<file path="config.mk">
export PLATFORM = sky130hd
export DESIGN_NAME = led_pattern_sequencer_flat
export DESIGN_NICKNAME = d
export VERILOG_FILES = /design/src/rtl/led_pattern_sequencer_if.sv /design/src/rtl/led_pattern_sequencer.sv /design/src/flat_wrapper.sv
export SDC_FILE = /design/constraint.sdc
export NUM_CORES = 1
export LEC_CHECK = 0
export CORE_ASPECT_RATIO = 0.5
export CORE_MARGIN = 10
export CORE_UTILIZATION = 35
export DETAILED_ROUTE_END_ITERATION = 10
export SLEW_MARGIN = 5
export SYNTH_ARGS = -nofsm -noshare
export SYNTH_HDL_FRONTEND = slang
export SYNTH_SLANG_ARGS = --single-unit
</file>
<file path="constraint.sdc">
create_clock -name clk_i -period 2.6 [get_ports clk_i]
set_clock_uncertainty 0.15 [all_clocks]
set_input_delay 0.52 -clock clk_i [delete_from_list [all_inputs] [get_ports clk_i]]
set_output_delay 0.52 -clock clk_i [all_outputs]
set_load 0.1 [all_outputs]
</file>
<file path="src/rtl/led_pattern_sequencer_if.sv">
// Bus bundle for the LED pattern sequencer: pattern RAM write port,
// playback controls and the status outputs it reports back.
interface led_pattern_sequencer_if #(
    parameter int WIDTH  = 5,
    parameter int ADDR_W = 4
);
    logic              wr_en;
    logic [ADDR_W-1:0] wr_addr;
    logic [WIDTH-1:0]  wr_data;
    logic [ADDR_W-1:0] last;
    logic [1:0]        mode;
    logic              start;
    logic              run;
    logic [WIDTH-1:0]  led;
    logic [ADDR_W-1:0] idx;
    logic              tick;
    logic              done;

    modport master (
        output wr_en, wr_addr, wr_data, last, mode, start, run,
        input  led, idx, tick, done
    );

    modport slave (
        input  wr_en, wr_addr, wr_data, last, mode, start, run,
        output led, idx, tick, done
    );
endinterface

</file>
<file path="src/rtl/led_pattern_sequencer.sv">
// LED pattern player: steps through a writable pattern RAM on a prescaled
// tick with loop, ping-pong and one-shot playback.
module led_pattern_sequencer #(
    parameter int WIDTH    = 5,
    parameter int ADDR_W   = 4,
    parameter int DIV_BITS = 21
) (
    input  logic                    clk_i,
    input  logic                    reset_i,
    led_pattern_sequencer_if.slave  bus
);
    localparam int         DEPTH         = 2 ** ADDR_W;
    localparam logic [1:0] MODE_PINGPONG = 2'd1;
    localparam logic [1:0] MODE_ONESHOT  = 2'd2;

    typedef enum logic [1:0] {
        IDLE,
        UP,
        DOWN,
        FIN
    } state_e;

    logic [WIDTH-1:0]    mem_q [DEPTH];
    state_e              state_q, state_d;
    logic [DIV_BITS-1:0] prescale_q, prescale_d;
    logic [ADDR_W-1:0]   idx_q, idx_d;
    logic [WIDTH-1:0]    led_q, led_d;
    logic                tick_q, tick_d;
    logic                done_q, done_d;
    logic                at_end;

    // Pattern RAM is never reset and accepts writes even while reset is held;
    // the non-blocking write gives read-first behaviour for a same-cycle step.
    always_ff @(posedge clk_i) begin
        if (bus.wr_en) begin
            mem_q[bus.wr_addr] <= bus.wr_data;
        end
    end

    assign at_end = (idx_q >= bus.last);

    always_comb begin
        state_d    = state_q;
        prescale_d = prescale_q;
        idx_d      = idx_q;
        led_d      = led_q;
        tick_d     = 1'b0;
        done_d     = done_q;

        if (bus.start) begin
            state_d    = UP;
            prescale_d = '0;
            idx_d      = '0;
            done_d     = 1'b0;
        end else begin
            case (state_q)
                UP, DOWN: begin
                    if (bus.run) begin
                        prescale_d = prescale_q + DIV_BITS'(1);
                        if (prescale_q == '1) begin
                            led_d  = mem_q[idx_q];
                            tick_d = 1'b1;
                            // DOWN only persists while ping-pong is selected;
                            // any other mode decodes from the current index as UP.
                            if ((state_q == DOWN) && (bus.mode == MODE_PINGPONG)) begin
                                if (idx_q == '0) begin
                                    state_d = UP;
                                    idx_d   = (bus.last == '0) ? '0 : ADDR_W'(1);
                                end else begin
                                    idx_d = idx_q - ADDR_W'(1);
                                end
                            end else begin
                                state_d = UP;
                                if (!at_end) begin
                                    idx_d = idx_q + ADDR_W'(1);
                                end else begin
                                    case (bus.mode)
                                        MODE_PINGPONG: begin
                                            if (bus.last == '0) begin
                                                idx_d = '0;
                                            end else begin
                                                state_d = DOWN;
                                                idx_d   = bus.last - ADDR_W'(1);
                                            end
                                        end
                                        MODE_ONESHOT: begin
                                            state_d = FIN;
                                            done_d  = 1'b1;
                                        end
                                        default: idx_d = '0;
                                    endcase
                                end
                            end
                        end
                    end
                end
                default: prescale_d = '0;
            endcase
        end
    end

    always_ff @(posedge clk_i) begin
        if (reset_i) begin
            state_q    <= IDLE;
            prescale_q <= '0;
            idx_q      <= '0;
            led_q      <= '0;
            tick_q     <= 1'b0;
            done_q     <= 1'b0;
        end else begin
            state_q    <= state_d;
            prescale_q <= prescale_d;
            idx_q      <= idx_d;
            led_q      <= led_d;
            tick_q     <= tick_d;
            done_q     <= done_d;
        end
    end

    assign bus.led  = led_q;
    assign bus.idx  = idx_q;
    assign bus.tick = tick_q;
    assign bus.done = done_q;
endmodule

</file>
<file path="src/flat_wrapper.sv">
// flat-port wrapper written by rule: the top's interface ports become plain ports
module led_pattern_sequencer_flat 
#(
    parameter int WIDTH    = 5,
    parameter int ADDR_W   = 4,
    parameter int DIV_BITS = 21
)
  (clk_i, reset_i, bus_wr_en, bus_wr_addr, bus_wr_data, bus_last, bus_mode, bus_start, bus_run, bus_led, bus_idx, bus_tick, bus_done);
  led_pattern_sequencer_if #(.WIDTH(WIDTH), .ADDR_W(ADDR_W)) bus_i ();
  input  logic clk_i;
  input  logic reset_i;
  input wire logic [$bits(bus_i.wr_en)-1:0] bus_wr_en;
  input wire logic [$bits(bus_i.wr_addr)-1:0] bus_wr_addr;
  input wire logic [$bits(bus_i.wr_data)-1:0] bus_wr_data;
  input wire logic [$bits(bus_i.last)-1:0] bus_last;
  input wire logic [$bits(bus_i.mode)-1:0] bus_mode;
  input wire logic [$bits(bus_i.start)-1:0] bus_start;
  input wire logic [$bits(bus_i.run)-1:0] bus_run;
  output wire logic [$bits(bus_i.led)-1:0] bus_led;
  output wire logic [$bits(bus_i.idx)-1:0] bus_idx;
  output wire logic [$bits(bus_i.tick)-1:0] bus_tick;
  output wire logic [$bits(bus_i.done)-1:0] bus_done;
  assign bus_i.wr_en = bus_wr_en;
  assign bus_i.wr_addr = bus_wr_addr;
  assign bus_i.wr_data = bus_wr_data;
  assign bus_i.last = bus_last;
  assign bus_i.mode = bus_mode;
  assign bus_i.start = bus_start;
  assign bus_i.run = bus_run;
  assign bus_led = bus_i.led;
  assign bus_idx = bus_i.idx;
  assign bus_tick = bus_i.tick;
  assign bus_done = bus_i.done;
  led_pattern_sequencer #(.WIDTH(WIDTH), .ADDR_W(ADDR_W), .DIV_BITS(DIV_BITS)) u_core (.clk_i(clk_i), .reset_i(reset_i), .bus(bus_i));
endmodule
</file>
==> results of run 1 <==
## per-stage QoR
stage	hold slack, ns	power (mW)	setup TNS [ns]
floorplan	0.296	2.06	-0.0168
global placement	0.312	2.15	-0.678
detailed placement	0.315	2.15	-0.991
CTS	0.323	4.34	0
global route	0.364	4.45	-0.0329
finish	0.324	4.31	0
## placed cells by master, fill, tap and decap left out, drive strengths merged, types with 12 or more instances in the layout
cell	count
clkbuf	17
nand3	12
nor3	13
clkdlybuf4s50	19
mux4	20
dfxtp	34
nor2	50
buf	46
edfxtp	80
xor2	13
ha	12
nand2	16
inv	13
## power by group through the flow
stage,Sequential (mW),Clock [mW],Combinational [mW]
after CTS,1.97,2.23,0.141
after global routing,1.98,2.32,0.156
after global placement,2.01,0,0.138
after floorplan,2.01,0,0.0544
final,1.97,2.19,0.139
after detailed placement,2.01,0,0.140
## final timing paths
path,to,startpoint
max,u_core.bus.idx[1]$_SDFFE_PP0P_,bus_last[0]
min,u_core.state_q[1]$_SDFFE_PP0P_,u_core.state_q[1]$_SDFFE_PP0P_
max reg2reg,u_core.bus.idx[1]$_SDFFE_PP0P_,u_core.bus.idx[0]$_SDFFE_PP0P_
min reg2reg,u_core.state_q[1]$_SDFFE_PP0P_,u_core.state_q[1]$_SDFFE_PP0P_
## metal layers
layer  GRT usage (%)  vias to the layer above  wire, microns
met3            3.19                        9            556
met4            4.56                        0            121
met5               0                        -              0
met2            17.0                       68           4970
met1            14.6                     1516           4920
li1                -                     1532              -
## layout make-up
| class | count | area [sq um] |
|---|---|---|
| well taps | 192 | 240 |
| repair buffers | 65 | 586 |
| multi-input cells | 228 | 1850 |
| clock inverters | 15 | 135 |
| flip-flops and latches | 114 | 3090 |
| inverters | 10 | 37.5 |
| clock buffers | 17 | 425 |
| fillers | 1231 | 7450 |
## flip-flops by register name, summed over array words and instances (netlist names)
name,count
u_core.bus.done,1
u_core.bus.idx,4
u_core.bus.led,5
u_core.bus.tick,1
u_core.mem_q,80
u_core.prescale_q,21
u_core.state_q,2
## kinds of logic (layout without fill, tap and decap cells)
group	after synthesis	count (layout)	synth area share [%]
XOR/XNOR	21	21	3.65
flip-flops	114	114	61.2
AND/OR/NAND/NOR	129	129	14.2
AO/OA/AOI/OAI	37	37	4.99
multiplexers	29	29	10.8
adder cells (fa/ha/maj)	12	12	2.98
buffers and inverters	23	107	2.19
## critical path, stage by stage
cell,delay [ns]
clkdlybuf4s50_1,0.49
ha_1,0.22
nand2b_1,0.13
a2111oi_0,0.41
or3_4,0.25
o21ai_2,0.10
a311oi_1,0.27
a32o_1,0.16
## timing repair
action,CTS,global route
endpoints found under the setup margin,0,2
resized for setup,0,1
hold endpoints to repair,0,0
==> run metrics, run 1 <==
count leader, synth edfxtp_1; final hold vios 0; Post-Synthesis Cells 365; top cells by area, synth edfxtp_1 (48%), dfxtp_1 (14%), mux4_2 (8.9%), nor2_1 (3.7%), ha_1 (3.0%); Synth-to-Final Area Change 26.3%; Max FO, Critical Path 6; worst min-delay path category register to register; Die Height roughly 100 microns; critical path data required time 2.79 ns; H-tree depth 4; ys async rst share 0%; diode count 0; placed insts roughly 600; type of origin of the critical path input port; Crit path arrival time 2.55 ns; Synth Cell Area 5040 sq um; io pins 31; Reg2Reg Depth 8; 1st-iter DRT viols 267; outcome completed; first-pass GRT wire length 17400 microns; sw frac between 20% and 30%; worst setup margin 0.235 ns; R2R Setup Slk 0.41 ns; final wirelength 10600 microns; port buffer count 30; Finished Cell Area 6360 sq um; CTS max path bufs 2; total leakage power 2.21 nW; clk slew on worst S/H paths 0.06 ns; layout cells sized above 1 25.2%; GR Overflow Total 0; Synth area leader edfxtp_1; CTS Hold Buffers Added 0; CTS tree built; Seq/Total Area, Yosys 61.2%; Starting Density 36.5%; DP Worst Slack -0.216 ns; syn_area_per_cell 13.8 sq um; Final min period 2.37 ns; kind of critical path input port to register; # Post-CTS Setup Buffers 0; Root Buffer clkbuf_16; vias per inst 4.88; Worst Max-Slew Pin Slew 0.530 ns; register share of total power 45.9%; Cell Rows 30; layout net count 468; Routed Antenna Nets 0; Yosys warning count 0; main flop type after synthesis edfxtp_1; TritonCTS Buffers 17; Final Cycle Share about 91%; die area around 20000 sq um; CP Capture Type register; clock sink count approximately 110; Clock Power Share 50.9%; Synth top area share ~48%; syn nets 397; 1st-pass router iterations 4; WHS Path Cells 2; chip width 190 microns; HPWL after detailed placement just over 7000 microns; Non-Filler Instances 641; pwr/cell area 677 nW/um^2; count of cell types in the netlist 52; maximum VDD drop 454 uV; clk_lat worst skew 0.41 ns; Util after Layout 46.1%; initial antenna violation count 0; Max-slew headroom between 60% and 70%; vias in the first global route 3206; Core Area 13800 sq um; largest net degree at the start of global routing 27; commonest cells in the netlist edfxtp_1 (80), nor2_1 (49), dfxtp_1 (34), mux4_2 (20), nand2_1 (16); max-slew violations 0; Yosys reg bits 114; setup violators final 0; Int Pwr 3.35 mW; via count 3125; # DRC 0; Total GRT Usage 11.2%; EDFF count, synth 80; gpl congestion ~0.78; Achievable Freq between 0.4 and 0.5 GHz; maxcap violations 0; Routed wire per std cell approximately 16 microns; post-detailed-placement cell area 5800 sq um; combinational share of power 3.2%; NetSw 0.953 mW
(Power assumes the default switching activity.)
==> inputs of run 2 (changes only) <==
--- a/config.mk
+++ b/config.mk
@@ -9,6 +9,8 @@
 export CORE_MARGIN = 10
 export CORE_UTILIZATION = 35
 export DETAILED_ROUTE_END_ITERATION = 10
+export DONT_BUFFER_PORTS = 1
+export GPL_TIMING_DRIVEN = 0
 export SLEW_MARGIN = 5
 export SYNTH_ARGS = -nofsm -noshare
 export SYNTH_HDL_FRONTEND = slang
==> run 2 against run 1 <==
Net effect:
- routed wire length decreased by 1.2%
- count of clock-buffer cells in the layout unchanged
- utilization decreased by 2.3 points
- critical endpoint unchanged
- clock power increased by 6%
- die area unchanged
- global-route usage decreased by 0.24 points
- the flow now finishes with violations (setup timing)
- combinational power decreased by 40%
- register-to-register slack got worse by 0.43 ns
- highest routed layer unchanged
- worst setup slack got worse by 0.25 ns
==> run metrics, run 2 (same netlist as run 1, synthesis figures left out) <==
setup violators final 2 (+2); Die Height 105 microns (unchanged); final wirelength 10400 microns (-1.2%); type of origin of the critical path register; worst min-delay path category input port to register; CP Launch Point u_core.bus.idx[0]$_SDFFE_PP0P_; sum of negative setup slack -0.0221 ns (-0.0221 ns); chip width 190 microns (unchanged); Crit path arrival time 2.76 ns (+0.21 ns); post-detailed-placement cell area 5290 sq um (-8.8%); pwr/cell area 726 nW/um^2 (+7.3%); Finished Cell Area 6040 sq um (-5.1%); Final min period 2.62 ns (+0.254 ns); port buffer count 0 (-100%); HPWL after detailed placement 7120 microns (-1.9%); vias in the first global route 3025 (-5.6%); Final Cycle Share 101% (+9.8 points); Core Area 13800 sq um (unchanged); FILL cells 1247 (+1.3%); CTS Hold Buffers Added 0 (unchanged); Buf/Inv on CP 3 (+2); CTS tree built; final hold vios 0 (unchanged); 1st-iter DRT viols 278 (+4.1%); commonest non-fill, non-tap cell in the layout edfxtp_1; maximum VDD drop 437 uV (-3.7%); layout net count 422 (-9.8%); first-pass GRT wire length 16800 microns (-3.4%); DP Worst Slack -0.402 ns (-0.186 ns); Cell Rows 30 (unchanged); vias per inst 5.09 (+4.5%); outcome complete, but fails checks; Max FO, Critical Path 5 (-1); worst-path cell chain clkbuf_16, clkinvlp_4, ha_4, nand2b_4, a2111oi_4, or3_4, buf_6, o21ai_4, a311oi_1, a32o_1; clk_lat worst skew 0.41 ns (about the same); kind of critical path register to register; H-tree depth 4 (unchanged); gpl congestion 0.759 (-2.9%); clock sink count 114 (unchanged); CTS max path bufs 2 (unchanged); critical path's largest stage delay 0.59 ns (+0.10 ns); TritonCTS Buffers 17 (unchanged); # DRC 0 (unchanged); Starting Density 36.5% (unchanged); GR Overflow Total 0 (unchanged); CP max stage cell dfxtp_4; max FFs per register 80 (unchanged); r2r startpoint u_core.bus.idx[0]$_SDFFE_PP0P_; max-slew violations 0 (unchanged); initial antenna violation count 0 (unchanged); Routed Antenna Nets 0 (unchanged); Hold WS 0.0541 ns (-0.270 ns); critical path data required time 2.74 ns (-0.05 ns); Max-slew headroom 29.6% (-35 points); Pwr Total 4.39 mW (+1.9%); largest net degree at the start of global routing 17 (-37%); io pins 31 (unchanged); maxcap violations 0 (unchanged); layout cells sized above 1 22.8% (-2.3 points); via count 3031 (-3.0%); failing checks setup timing; min-delay src bus_wr_data[4]; Routed wire per std cell 17.5 microns (+6.4%); total leakage power 2.02 nW (-8.6%); Crit path max-delay family flip-flops; die area 19900 sq um (unchanged); Synth-to-Final Area Change 19.9%; diode count 0 (unchanged); 1st-pass router iterations 4 (unchanged); CP Capture Type register; Achievable Freq 0.382 GHz (-9.7%); clk slew on worst S/H paths 0.06 ns (about the same); unrepaired setup endpoints after global routing yes; Total GRT Usage 10.9% (-0.24 points); Worst Max-Slew Pin Slew 1.05 ns (+0.517 ns); Root Buffer clkbuf_16; worst setup margin -0.0193 ns (-0.254 ns); most frequent cells in the layout edfxtp_1 (80), nor2_1 (49), dfxtp_1 (30), mux4_2 (20), clkbuf_16 (18); Largest Register u_core.mem_q
[run 2: cell count changes in the layout (fill, tap and decap cells not counted), sizes merged]
cell,delta
clkinvlp,-1
inv,+4
buf,-34
clkdlybuf4s50,-19
bufinv,+1
clkbuf,+7
clkinv,-4
[run 2: worst register-to-register path: cells and delay by family (launching register included)]
family | cells | cell delay (ns)
and+or+nand+nor | 2 | 0.54
buffers and inverters | 3 | 0.45
adders and majority gates | 1 | 0.27
AOI/OAI and AO/OA | 4 | 0.53
DFF | 1 | 0.59
[run 2: routing by layer]
| metal | up-vias | part of all wire, % | GRT usage [%] |
|---|---|---|---|
| li1 | 1455 | - | - |
| met1 | 1515 | 46 | 13.6 |
| met2 | 53 | 47 | 16.3 |
| met3 | 8 | 5.9 | 4.64 |
| met4 | 0 | 1.2 | 4.50 |
| met5 | - | 0 | 0 |
[run 2: layout make-up]
type / count / area [sq um] / area share, %
timing repair buffer: 6 / 52.6 / 0.870
sequential: 114 / 3100 / 51.2
buffer: 13 / 109 / 1.80
clock inverter: 15 / 170 / 2.82
tap: 192 / 240 / 3.98
multi-input combinational: 228 / 1910 / 31.6
inverter: 10 / 41.3 / 0.684
clock buffer: 17 / 425 / 7.04
[run 2: final timing paths]
path | depth (start not counted) | to | slack [ns]
worst min register to register | 2 | u_core.state_q[1]$_SDFFE_PP0P_ | 0.34
worst max register to register | 10 | u_core.bus.idx[1]$_SDFFE_PP0P_ | -0.02
worst max-delay path | 10 | u_core.bus.idx[1]$_SDFFE_PP0P_ | -0.02
worst min-delay path | 0 | u_core.mem_q[12][4]$_DFFE_PP_ | 0.05
[run 2: through the flow]
stage	cells	utilization [%]
after floorplan	365	-
after global placement	557	38.3
after detailed placement	557	38.3
after CTS	593	43.5
after global routing	595	43.7
final	595	43.7
[run 2: timing repair]
| action | CTS | global route |
|---|---|---|
| gates cloned | 0 | 0 |
| resized for setup | 19 | 10 |
| endpoints found under the setup margin | 12 | 9 |
| pin swaps | 4 | 8 |
| buffers inserted | 4 | 2 |
[run 2: power by group]
part | internal, mW | total (mW) | switching (mW)
registers | 1.97 | 1.97 | 0.00592
clock network | 1.44 | 2.33 | 0.895
logic | 0.0365 | 0.0830 | 0.0465
total | 3.44 | 4.39 | 0.948
